--- src/rtl/isa_pkg.sv ---
// Instruction-set types and decode helpers shared by the program sequencer
// and its return stack.
package isa_pkg;

    localparam int pc_length            = 12;
    localparam int instruction_length   = 16;
    localparam int value_length         = 32;
    localparam int stack_pointer_length = 5;
    localparam int relative_length      = 8;

    typedef logic [pc_length-1:0]          pc_t;
    typedef logic [instruction_length-1:0] instruction_t;
    typedef logic [value_length-1:0]       value_t;
    typedef logic [3:0]                    opcode_t;
    typedef logic [3:0]                    register_index_t;
    typedef logic [relative_length-1:0]    relative_branch_address_t;

    // Branch opcodes resolved inside the sequencer; everything else is forwarded.
    localparam opcode_t OP_JUMP = 4'hC;
    localparam opcode_t OP_CALL = 4'hD;
    localparam opcode_t OP_RET  = 4'hE;
    localparam opcode_t OP_UNL  = 4'hF;

    typedef enum logic [1:0] {
        IDLE,
        RUN,
        COND
    } seq_state_t;

    function automatic opcode_t get_opcode(instruction_t word);
        return word[15:12];
    endfunction

    function automatic pc_t get_jump_address(instruction_t word);
        return word[pc_length-1:0];
    endfunction

    function automatic register_index_t get_cond_register(instruction_t word);
        return word[11:8];
    endfunction

    function automatic relative_branch_address_t get_relative_address(instruction_t word);
        return word[relative_length-1:0];
    endfunction

    // Sign-extends the 8-bit offset and adds it to the fall-through PC; the
    // sum wraps silently at 12 bits.
    function automatic pc_t branch_target(pc_t next_pc, relative_branch_address_t offset);
        pc_t extended;
        extended = {{(pc_length-relative_length){offset[relative_length-1]}}, offset};
        return next_pc + extended;
    endfunction

endpackage

--- src/rtl/return_stack.sv ---
// LIFO of return addresses for CALL/RET. Only the occupancy count is reset;
// entry contents are don't-care until written.
module return_stack
    import isa_pkg::*;
#(
    parameter int DEPTH = 32
) (
    input  logic clk,
    input  logic rst,
    input  logic clear,
    input  logic push,
    input  logic pop,
    input  pc_t  push_data,
    output pc_t  top,
    output logic full,
    output logic empty
);

    localparam int AW = $clog2(DEPTH);

    pc_t            entries [DEPTH];
    logic [AW:0]    count;

    assign full  = (count == (AW+1)'(DEPTH));
    assign empty = (count == '0);
    // With count==DEPTH the low bits wrap to 0, so minus one still selects the last entry.
    assign top   = entries[count[AW-1:0] - AW'(1)];

    // Occupancy counter: cleared by reset or a new kernel start, pushes and pops are guarded.
    always_ff @(posedge clk) begin
        if (rst || clear) begin
            count <= '0;
        end else if (push && !full) begin
            count <= count + (AW+1)'(1);
        end else if (pop && !empty) begin
            count <= count - (AW+1)'(1);
        end
    end

    // Entry storage: written at the current count on every accepted push.
    always_ff @(posedge clk) begin
        if (push && !full) begin
            entries[count[AW-1:0]] <= push_data;
        end
    end

endmodule

--- src/rtl/program_sequencer.sv ---
// Fetch/branch controller for one cellular-automaton core. Drives the PC into
// a synchronous instruction memory, resolves JUMP/CALL/RET/UNL locally and
// forwards every other instruction over a valid/ready handshake.
module program_sequencer
    import isa_pkg::*;
#(
    parameter pc_t ENTRY_PC    = 12'h000,
    parameter int  STACK_DEPTH = 2**stack_pointer_length
) (
    input  logic        clk,
    input  logic        rst,
    input  logic        start,
    output logic        busy,
    output logic        done,
    output logic        stack_fault,
    output logic        imem_en,
    output logic [11:0] imem_addr,
    input  logic [15:0] imem_data,
    output logic        instr_valid,
    input  logic        instr_ready,
    output logic [15:0] instr,
    output logic [11:0] instr_pc,
    output logic        cond_req,
    output logic [3:0]  cond_reg,
    input  logic        cond_valid,
    input  logic [31:0] cond_value
);

    seq_state_t state, state_n;
    pc_t        pc, pc_n;
    pc_t        dpc, dpc_n;
    logic       dvalid, dvalid_n;
    logic       done_n;
    logic       fetch;
    logic       push, pop, stack_clear;
    logic       fault_set, fault_clear;
    pc_t        stack_top;
    logic       stack_full, stack_empty;
    pc_t        next_seq_pc;
    opcode_t    opcode;

    // The memory holds its output while imem_en is low, so imem_data doubles
    // as the instruction register during stalls and condition waits.
    assign opcode      = get_opcode(imem_data);
    assign next_seq_pc = dpc + pc_t'(1);
    assign imem_addr   = pc;
    assign instr       = imem_data;
    assign instr_pc    = dpc;
    assign cond_reg    = get_cond_register(imem_data);
    assign busy        = (state != IDLE);

    return_stack #(
        .DEPTH (STACK_DEPTH)
    ) u_return_stack (
        .clk       (clk),
        .rst       (rst),
        .clear     (stack_clear),
        .push      (push),
        .pop       (pop),
        .push_data (next_seq_pc),
        .top       (stack_top),
        .full      (stack_full),
        .empty     (stack_empty)
    );

    // State, PC pipeline, done pulse and sticky fault flag.
    always_ff @(posedge clk) begin
        if (rst) begin
            state       <= IDLE;
            pc          <= ENTRY_PC;
            dpc         <= ENTRY_PC;
            dvalid      <= 1'b0;
            done        <= 1'b0;
            stack_fault <= 1'b0;
        end else begin
            state  <= state_n;
            pc     <= pc_n;
            dpc    <= dpc_n;
            dvalid <= dvalid_n;
            done   <= done_n;
            if (fault_set) begin
                stack_fault <= 1'b1;
            end else if (fault_clear) begin
                stack_fault <= 1'b0;
            end
        end
    end

    // Next-state, decode and handshake outputs; a redirect leaves the fetch idle for one cycle.
    always_comb begin
        state_n     = state;
        pc_n        = pc;
        dpc_n       = dpc;
        dvalid_n    = dvalid;
        done_n      = 1'b0;
        fetch       = 1'b0;
        push        = 1'b0;
        pop         = 1'b0;
        stack_clear = 1'b0;
        fault_set   = 1'b0;
        fault_clear = 1'b0;
        imem_en     = 1'b0;
        instr_valid = 1'b0;
        cond_req    = 1'b0;

        case (state)
            IDLE: begin
                if (start) begin
                    pc_n        = ENTRY_PC;
                    dvalid_n    = 1'b0;
                    stack_clear = 1'b1;
                    fault_clear = 1'b1;
                    state_n     = RUN;
                end
            end

            RUN: begin
                if (!dvalid) begin
                    fetch = 1'b1;
                end else begin
                    case (opcode)
                        OP_JUMP: begin
                            pc_n     = get_jump_address(imem_data);
                            dvalid_n = 1'b0;
                        end
                        OP_CALL: begin
                            dvalid_n = 1'b0;
                            if (stack_full) begin
                                fault_set = 1'b1;
                                state_n   = IDLE;
                            end else begin
                                push = 1'b1;
                                pc_n = get_jump_address(imem_data);
                            end
                        end
                        OP_RET: begin
                            dvalid_n = 1'b0;
                            if (stack_empty) begin
                                done_n  = 1'b1;
                                state_n = IDLE;
                            end else begin
                                pop  = 1'b1;
                                pc_n = stack_top;
                            end
                        end
                        OP_UNL: begin
                            state_n = COND;
                        end
                        default: begin
                            instr_valid = 1'b1;
                            fetch       = instr_ready;
                        end
                    endcase
                end

                if (fetch) begin
                    imem_en  = 1'b1;
                    dpc_n    = pc;
                    dvalid_n = 1'b1;
                    pc_n     = pc + pc_t'(1);
                end
            end

            COND: begin
                cond_req = 1'b1;
                if (cond_valid) begin
                    if (cond_value == '0) begin
                        pc_n = branch_target(next_seq_pc, get_relative_address(imem_data));
                    end else begin
                        pc_n = next_seq_pc;
                    end
                    dvalid_n = 1'b0;
                    state_n  = RUN;
                end
            end

            default: begin
                state_n = IDLE;
            end
        endcase
    end

endmodule

--- config.mk ---
export PLATFORM = sky130hd
export DESIGN_NAME = program_sequencer
export DESIGN_NICKNAME = d
export VERILOG_FILES = /design/src/rtl/isa_pkg.sv /design/src/rtl/return_stack.sv /design/src/rtl/program_sequencer.sv
export SDC_FILE = /design/constraint.sdc
export NUM_CORES = 1
export LEC_CHECK = 0
export ABC_CLOCK_PERIOD_IN_PS = 4300
export BUFFER_PORTS_ARGS = -buffer_cell sky130_fd_sc_hd__buf_4
export CAP_MARGIN = 40
export CORE_MARGIN = 5
export CORE_UTILIZATION = 60
export DETAILED_ROUTE_END_ITERATION = 7
export PLACE_DENSITY = 0.79
export SLEW_MARGIN = 10
export SYNTH_ARGS = -nofsm -noshare
export SYNTH_HDL_FRONTEND = slang
export SYNTH_SLANG_ARGS = --single-unit
--- constraint.sdc ---
create_clock -name clk -period 4.3 [get_ports clk]
set_clock_uncertainty 0.05 [all_clocks]
set_input_delay 0.86 -clock clk [delete_from_list [all_inputs] [get_ports clk]]
set_output_delay 0.86 -clock clk [all_outputs]
set_load 0.05 [all_outputs]
After elaboration in Yosys (flattened, before gate mapping)
Memories as Yosys holds them, arrays and structs flattened.
Index checks and enable logic that the tools add are counted.
{"block": "word_totals", "out_inout_bits": 50, "romBits": 0, "latchBits": 0, "memories": 1, "elab_cells": 105, "reg_bits": 35, "ramBits": 384}
{"memory": "u_return_stack.entries", "words": 32, "width": 12, "read_ports": 1, "rd_ports_with_merged_regs": 0, "wr": 1, "line_no": "return_stack.sv:21", "text": "pc_t entries [DEPTH];"}
{"block": "classes", "shift": 0, "n_div": 0, "bitwise_logic": 3, "addsub": 6, "n_lt_le_gt_ge": 0, "eq_ne": 17, "mux": 52, "n_reduce_logical": 19, "mul": 0}
{"op": "$mux W12", "count": 7}
{"op": "$pmux W12 S3", "count": 2}
{"op": "$mux W1", "count": 33}
{"op": "$logic_not A32 Y1", "count": 1}
{"op": "$add A12 B1 Y12 const B", "count": 2}
{"op": "$eq A4 B4 Y1 const B", "count": 4}
{"op": "$add A12 B12 Y12", "count": 1}
{"op": "$mux W6", "count": 2}
{"op": "$pmux W2 S3", "count": 2}
{"op": "$mux W2", "count": 5}
{"op": "$ne A4 B4 Y1 const B", "count": 2}
{"op": "$reduce_or A4 Y1", "count": 2}
{"op": "$reduce_and A7 Y1", "count": 1}
{"op": "$add A6 B1 Y6 const B", "count": 1}
{"op": "$eq A6 B6 Y1 const B", "count": 1}
{"op": "$logic_not A6 Y1", "count": 1}
{"op": "$ne A2 B2 Y1 const B", "count": 3}
{"op": "$ne A3 B2 Y1 const B", "count": 2}
{"op": "$reduce_and A6 Y1", "count": 1}
{"op": "$reduce_bool A2 Y1", "count": 3}
{"op": "$sub A6 B1 Y6 const B", "count": 1}
{"op": "$ne A5 B2 Y1 const B", "count": 1}
{"op": "$sub A5 B1 Y5 const B", "count": 1}
{"op": "$ne A4 B1 Y1 const B", "count": 1}
{"op": "other kinds (13)", "count": 17}

Depth between registers and ports, before layout
{"block": "depth", "ltp_word": 8, "mapped_depth": 17}

By module
A second synthesis with hierarchy kept.
{"block": "unflattened", "hier_cells": 1120, "hier_area_um2": 18357.6}
{"mod": "return_stack", "area_per_inst_um2": 15471.1, "instances": 1, "cells_per_inst": 752}
{"mod": "program_sequencer", "area_per_inst_um2": 2886.5, "instances": 1, "cells_per_inst": 368}

Least setup slack after synthesis
No wires, ideal clock.
{"block": "synth_path", "path_kind": "flip-flop to flip-flop", "from": "reg dpc[0] (netlist: instr_pc[0])", "to": "reg pc[11] (netlist: imem_addr[11])", "t_arrival_ns": 4.089, "t_required_ns": 4.177, "setup_slack_ns": 0.088, "path_buffers": 0, "setup_time_ns": 0.073, "stages_incl_launch_ff": 13, "path_cell_list": "dfxtp_1 ha_1 nand3_1 nor2_1 and3_1 xor2_1 ha_1 and2_1 nand4_1 and3_1 or4_4 a2111o_1 o211ai_2"}
{"block": "synth_via", "elab_chain_len": 5}
{"item": "start, declared", "line_no": "program_sequencer.sv:31", "text": "pc_t dpc, dpc_n;"}
{"item": "start signal, assigned", "line_no": "program_sequencer.sv:78", "text": "dpc <= dpc_n;"}
{"item": "$add A12 B1 Y12", "line_no": "program_sequencer.sv:45", "text": "assign next_seq_pc = dpc + pc_t'(1);"}
{"item": "net next_seq_pc[8]", "line_no": "program_sequencer.sv:39", "text": "pc_t next_seq_pc;"}
{"item": "$add A12 B12 Y12", "line_no": "isa_pkg.sv:51", "text": "return next_pc + extended;"}
{"item": "$mux W12", "line_no": "program_sequencer.sv:167", "text": "if (cond_value == '0) begin"}
{"item": "$mux W12", "line_no": "program_sequencer.sv:166", "text": "if (cond_valid) begin"}
{"item": "$pmux W12 S3", "line_no": "program_sequencer.sv:106", "text": "case (state)"}
{"item": "end signal, assigned", "line_no": "program_sequencer.sv:77", "text": "pc <= pc_n;"}
{"item": "end, declared", "line_no": "program_sequencer.sv:30", "text": "pc_t pc, pc_n;"}
The timed path passes the listed nets, and every way through them passes these cells. The select of a mux whose other input is x is not followed.
A chain may end at the register's enable or synchronous reset.

Worst setup path after layout
{"block": "layout_path", "from": "reg u_return_stack.count[1]", "to": "reg pc[11] (netlist: imem_addr[11])"}
{"block": "layout_via", "elab_chain_len": 7, "word_cells_on_any_way": 12, "classes_between": "1 x add/sub; 3 x eq/ne; 5 x mux; 2 x reduce/logical; 1 x memory"}
{"item": "start, declared", "line_no": "return_stack.sv:22", "text": "logic [AW:0] count;"}
{"item": "start signal, assigned", "line_no": "return_stack.sv:34", "text": "count <= count + (AW+1)'(1);"}
{"item": "start signal, assigned", "line_no": "return_stack.sv:36", "text": "count <= count - (AW+1)'(1);"}
{"item": "$sub A5 B1 Y5", "line_no": "return_stack.sv:27", "text": "assign top = entries[count[AW-1:0] - AW'(1)];"}
{"item": "$mem_v2 Z32 W12"}
{"item": "$mux W12", "line_no": "program_sequencer.sv:138", "text": "if (stack_empty) begin"}
{"item": "$pmux W12 S3", "line_no": "program_sequencer.sv:121", "text": "case (opcode)"}
{"item": "$mux W12", "line_no": "program_sequencer.sv:118", "text": "if (!dvalid) begin"}
{"item": "$mux W12", "line_no": "program_sequencer.sv:156", "text": "if (fetch) begin"}
{"item": "$pmux W12 S3", "line_no": "program_sequencer.sv:106"}
Several ways; a longest one is shown, not always the timed one. The select of a mux whose other input is x is not followed.

==> metrics.txt <==
Worst Setup EP=imem_addr[11]$_SDFFE_PP0P_; Routed wire per std cell=27.3 µm; switching power summed over all nets=0.00174 W; Crit Path Class=register to register; post-synthesis cell area=18400 µm²; Die ar.=34300 µm²; clock-pin slew on the worst setup and hold paths=0.06 ns; H-tree Lvls=2; Critical Path Sink Type=register; power share of the clock group=0.437; vias in the first global route=11100; Nets=1353; Syn Nets=1220; CTS tree=built; clk_lat worst skew=0.55 ns; Crit Path Max Fanout=33; grt total ovfl=0; Post CTS Setup Buffer Count=0; power share of the sequential group=0.527; Yosys top cell area share=0.626; RSZ-0062 raised after global routing=no; Max Cap Violations=0; Logic pwr share=0.036; clk root buf=clkbuf_16; Starting Density=0.605; Post-synth top flop=edfxtp_1; routed vias=11300; final hold vios=0; Design Power=0.00835 W; internal reg-to-reg setup slack=0.72 ns; Yosys reg bits=419; largest cells by area after synthesis=edfxtp_1 63%, mux4_2 12%, dfxtp_1 3.8%; Die X=185 µm; leakage power=7.18 nW; die height=185 µm; DRC viols=0; Cells after DPL=1622; All-Layer GR Usage=0.270; power per cell area=395 nW/µm²; Pins Over Slew Limit=0; diodes inserted=0; sequential-to-total area share from yosys stat=0.664; period utilization=0.833; crit path launch=u_return_stack.count[1]$_SDFFE_PP0P_; Avg Inst Size Synth=16.2 µm²; cts-stage hold buffer count=0; Worst VDD drop=306 µV; met1 Use GR=0.375; measured slew at the worst slew-check pin=0.844 ns; layout cells sized above 1=0.274; worst min path class=register to register; Area growth syn-to-layout=14.7%; largest area contributor in the netlist=edfxtp_1; Routability Congestion=0.983; min cycle time layout=3.58 ns; Avg Vias per Cell=6.67; Max Root-Sink Buffers=3; 1st-iter DRT viols=1328; R2R depth=10; first-pass GRT wire length=68.6 mm; ANT nets after route=0; total CTS buffers=42; Port-buffer cells=102; HPWL Detailed=29.1 mm; GRT met3 Usage=0.0536; post-cts sizing count=0; clock sink total=419; final setup fails=0; initial antenna violation count=0; area of the core=30400 µm²; met2 usage=0.424; ys async rst share=0; P_int=0.00661 W; outcome=completed; crit start category=register; sw frac=0.208; CP required=4.69 ns; largest net degree at the start of global routing=82; number of flops mapped to enable cells by yosys=384; leading cell type in the layout, fill and taps excluded=edfxtp_1; Syn Inst Count=1137; Critical Path AT=3.97 ns; Yosys cell types=79; most used routing layer=met2; TNS Setup=0 ns; fmax=0.279 GHz; # fillers=1939; final WL=46.3 mm; commonest cells after routing, fill and taps aside=384 x edfxtp_1, 156 x buf_4, 99 x mux4_2; worst r2r src=u_return_stack.count[1]$_SDFFE_PP0P_; RR Endpoint=imem_addr[11]$_SDFFE_PP0P_; num rows=64; slew margin rel.=0.437; Synth warnings=0; final std cells w/o fill=1700; io pins=103; TritonRoute pass-1 iters=6
[state kept, by name (all words and copies together), names as in the netlist]
name,flops
stack_fault,1
done,1
u_return_stack.count,6
u_return_stack.entries,384
state,2
dvalid,1
imem_addr,12
instr_pc,12
[through the flow]
stage / area, µm² / hold WS, ns / setup slack [ns] / util
final: 21100 / 0.423 / 0.718 / 0.694
after global routing: 21100 / 0.473 / 0.517 / 0.694
after CTS: 21100 / 0.424 / 0.801 / 0.694
after detailed placement: 19800 / 0.415 / 0.760 / 0.650
after global placement: 19700 / 0.411 / 0.795 / 0.649
after floorplan: 18400 / 0.430 / 0.0876 / -
[worst min path at each step]
stage / startpoint / endpoint / slack (ns) / cells after the start
after detailed placement: instr_pc[10]$_SDFFE_PP0P_ / instr_pc[10]$_SDFFE_PP0P_ / 0.41 / 2
after global placement: instr_pc[10]$_SDFFE_PP0P_ / instr_pc[10]$_SDFFE_PP0P_ / 0.41 / 2
after floorplan: state[1]$_SDFFE_PP0P_ / state[1]$_SDFFE_PP0P_ / 0.43 / 2
after global routing: instr_pc[10]$_SDFFE_PP0P_ / instr_pc[10]$_SDFFE_PP0P_ / 0.47 / 2
after CTS: instr_pc[10]$_SDFFE_PP0P_ / instr_pc[10]$_SDFFE_PP0P_ / 0.42 / 2
final: instr_pc[10]$_SDFFE_PP0P_ / instr_pc[10]$_SDFFE_PP0P_ / 0.42 / 2
[layer usage]
layer,up-vias,routed length (µm)
met2,761,22200
li1,4770,-
met5,-,0
met3,153,4710
met4,0,2360
met1,5655,17100
[synthesized netlist by cell type, types with 3 or more instances]
cell / number
a211o_1: 3
a211oi_1: 8
a21o_1: 3
a21oi_1: 47
a22oi_1: 7
a31oi_1: 8
a32o_1: 3
a32oi_1: 5
and2_1: 6
and3_1: 12
and4_1: 3
buf_1: 3
buf_2: 16
buf_4: 25
buf_6: 10
clkbuf_1: 14
dfxtp_1: 35
edfxtp_1: 384
ha_1: 28
inv_1: 19
mux2_2: 6
mux2i_1: 17
mux4_2: 99
nand2_1: 94
nand2b_1: 7
nand3_1: 29
nand4_1: 11
nor2_1: 72
nor2b_1: 6
nor3_1: 11
nor4_1: 12
o211ai_1: 5
o21ai_0: 17
o21ai_1: 4
o221ai_1: 3
o22ai_1: 8
or2_2: 3
or3_1: 11
xnor2_1: 21
xor2_1: 12
[power by group through the flow]
stage	combinational (W)	clock (W)	sequential [W]
3_5_place_dp	0.000299	0	0.00448
5_1_grt	0.000321	0.00389	0.00439
4_1_cts	0.000300	0.00369	0.00439
3_3_place_gp	0.000296	0	0.00448
2_1_floorplan	0.000193	0	0.00448
6_report	0.000304	0.00365	0.00440
[area by class of cell]
| cell class | count | area [µm²] | area share |
|---|---|---|---|
| timing repair buffer | 160 | 1260 | 0.0596 |
| multi-input combinational | 627 | 5700 | 0.270 |
| sequential | 419 | 12200 | 0.579 |
| inverter | 20 | 75.1 | 0.00355 |
| tap | 396 | 495 | 0.0234 |
| clock buffer | 53 | 1090 | 0.0517 |
| clock inverter | 25 | 277 | 0.0131 |
[worst max-delay path, stage by stage, from the launching register on]
cell and delay [ns]:
dfxtp_1 0.68, inv_1 0.21, ha_4 0.57, buf_12 0.28, mux4_2 0.37, nand2_1 0.10
nand2_1 0.05, a22o_1 0.26, a2111oi_2 0.54, o211a_1 0.25, o211ai_2 0.07
[cells by family (layout without fill, tap and decap cells)]
logic type               Yosys count  after routing  share of synthesized area
AND/OR/NAND/NOR                  288            288                     0.0751
multiplexers                     124            124                      0.136
AO/OA/AOI/OAI                    152            152                     0.0567
XOR/XNOR                          33             33                     0.0157
buffers and inverters             91            258                     0.0312
adder cells (fa/ha/maj)           30             30                     0.0212
flip-flops                       419            419                      0.664
No activity file was read; power rests on OpenSTA's default activity.
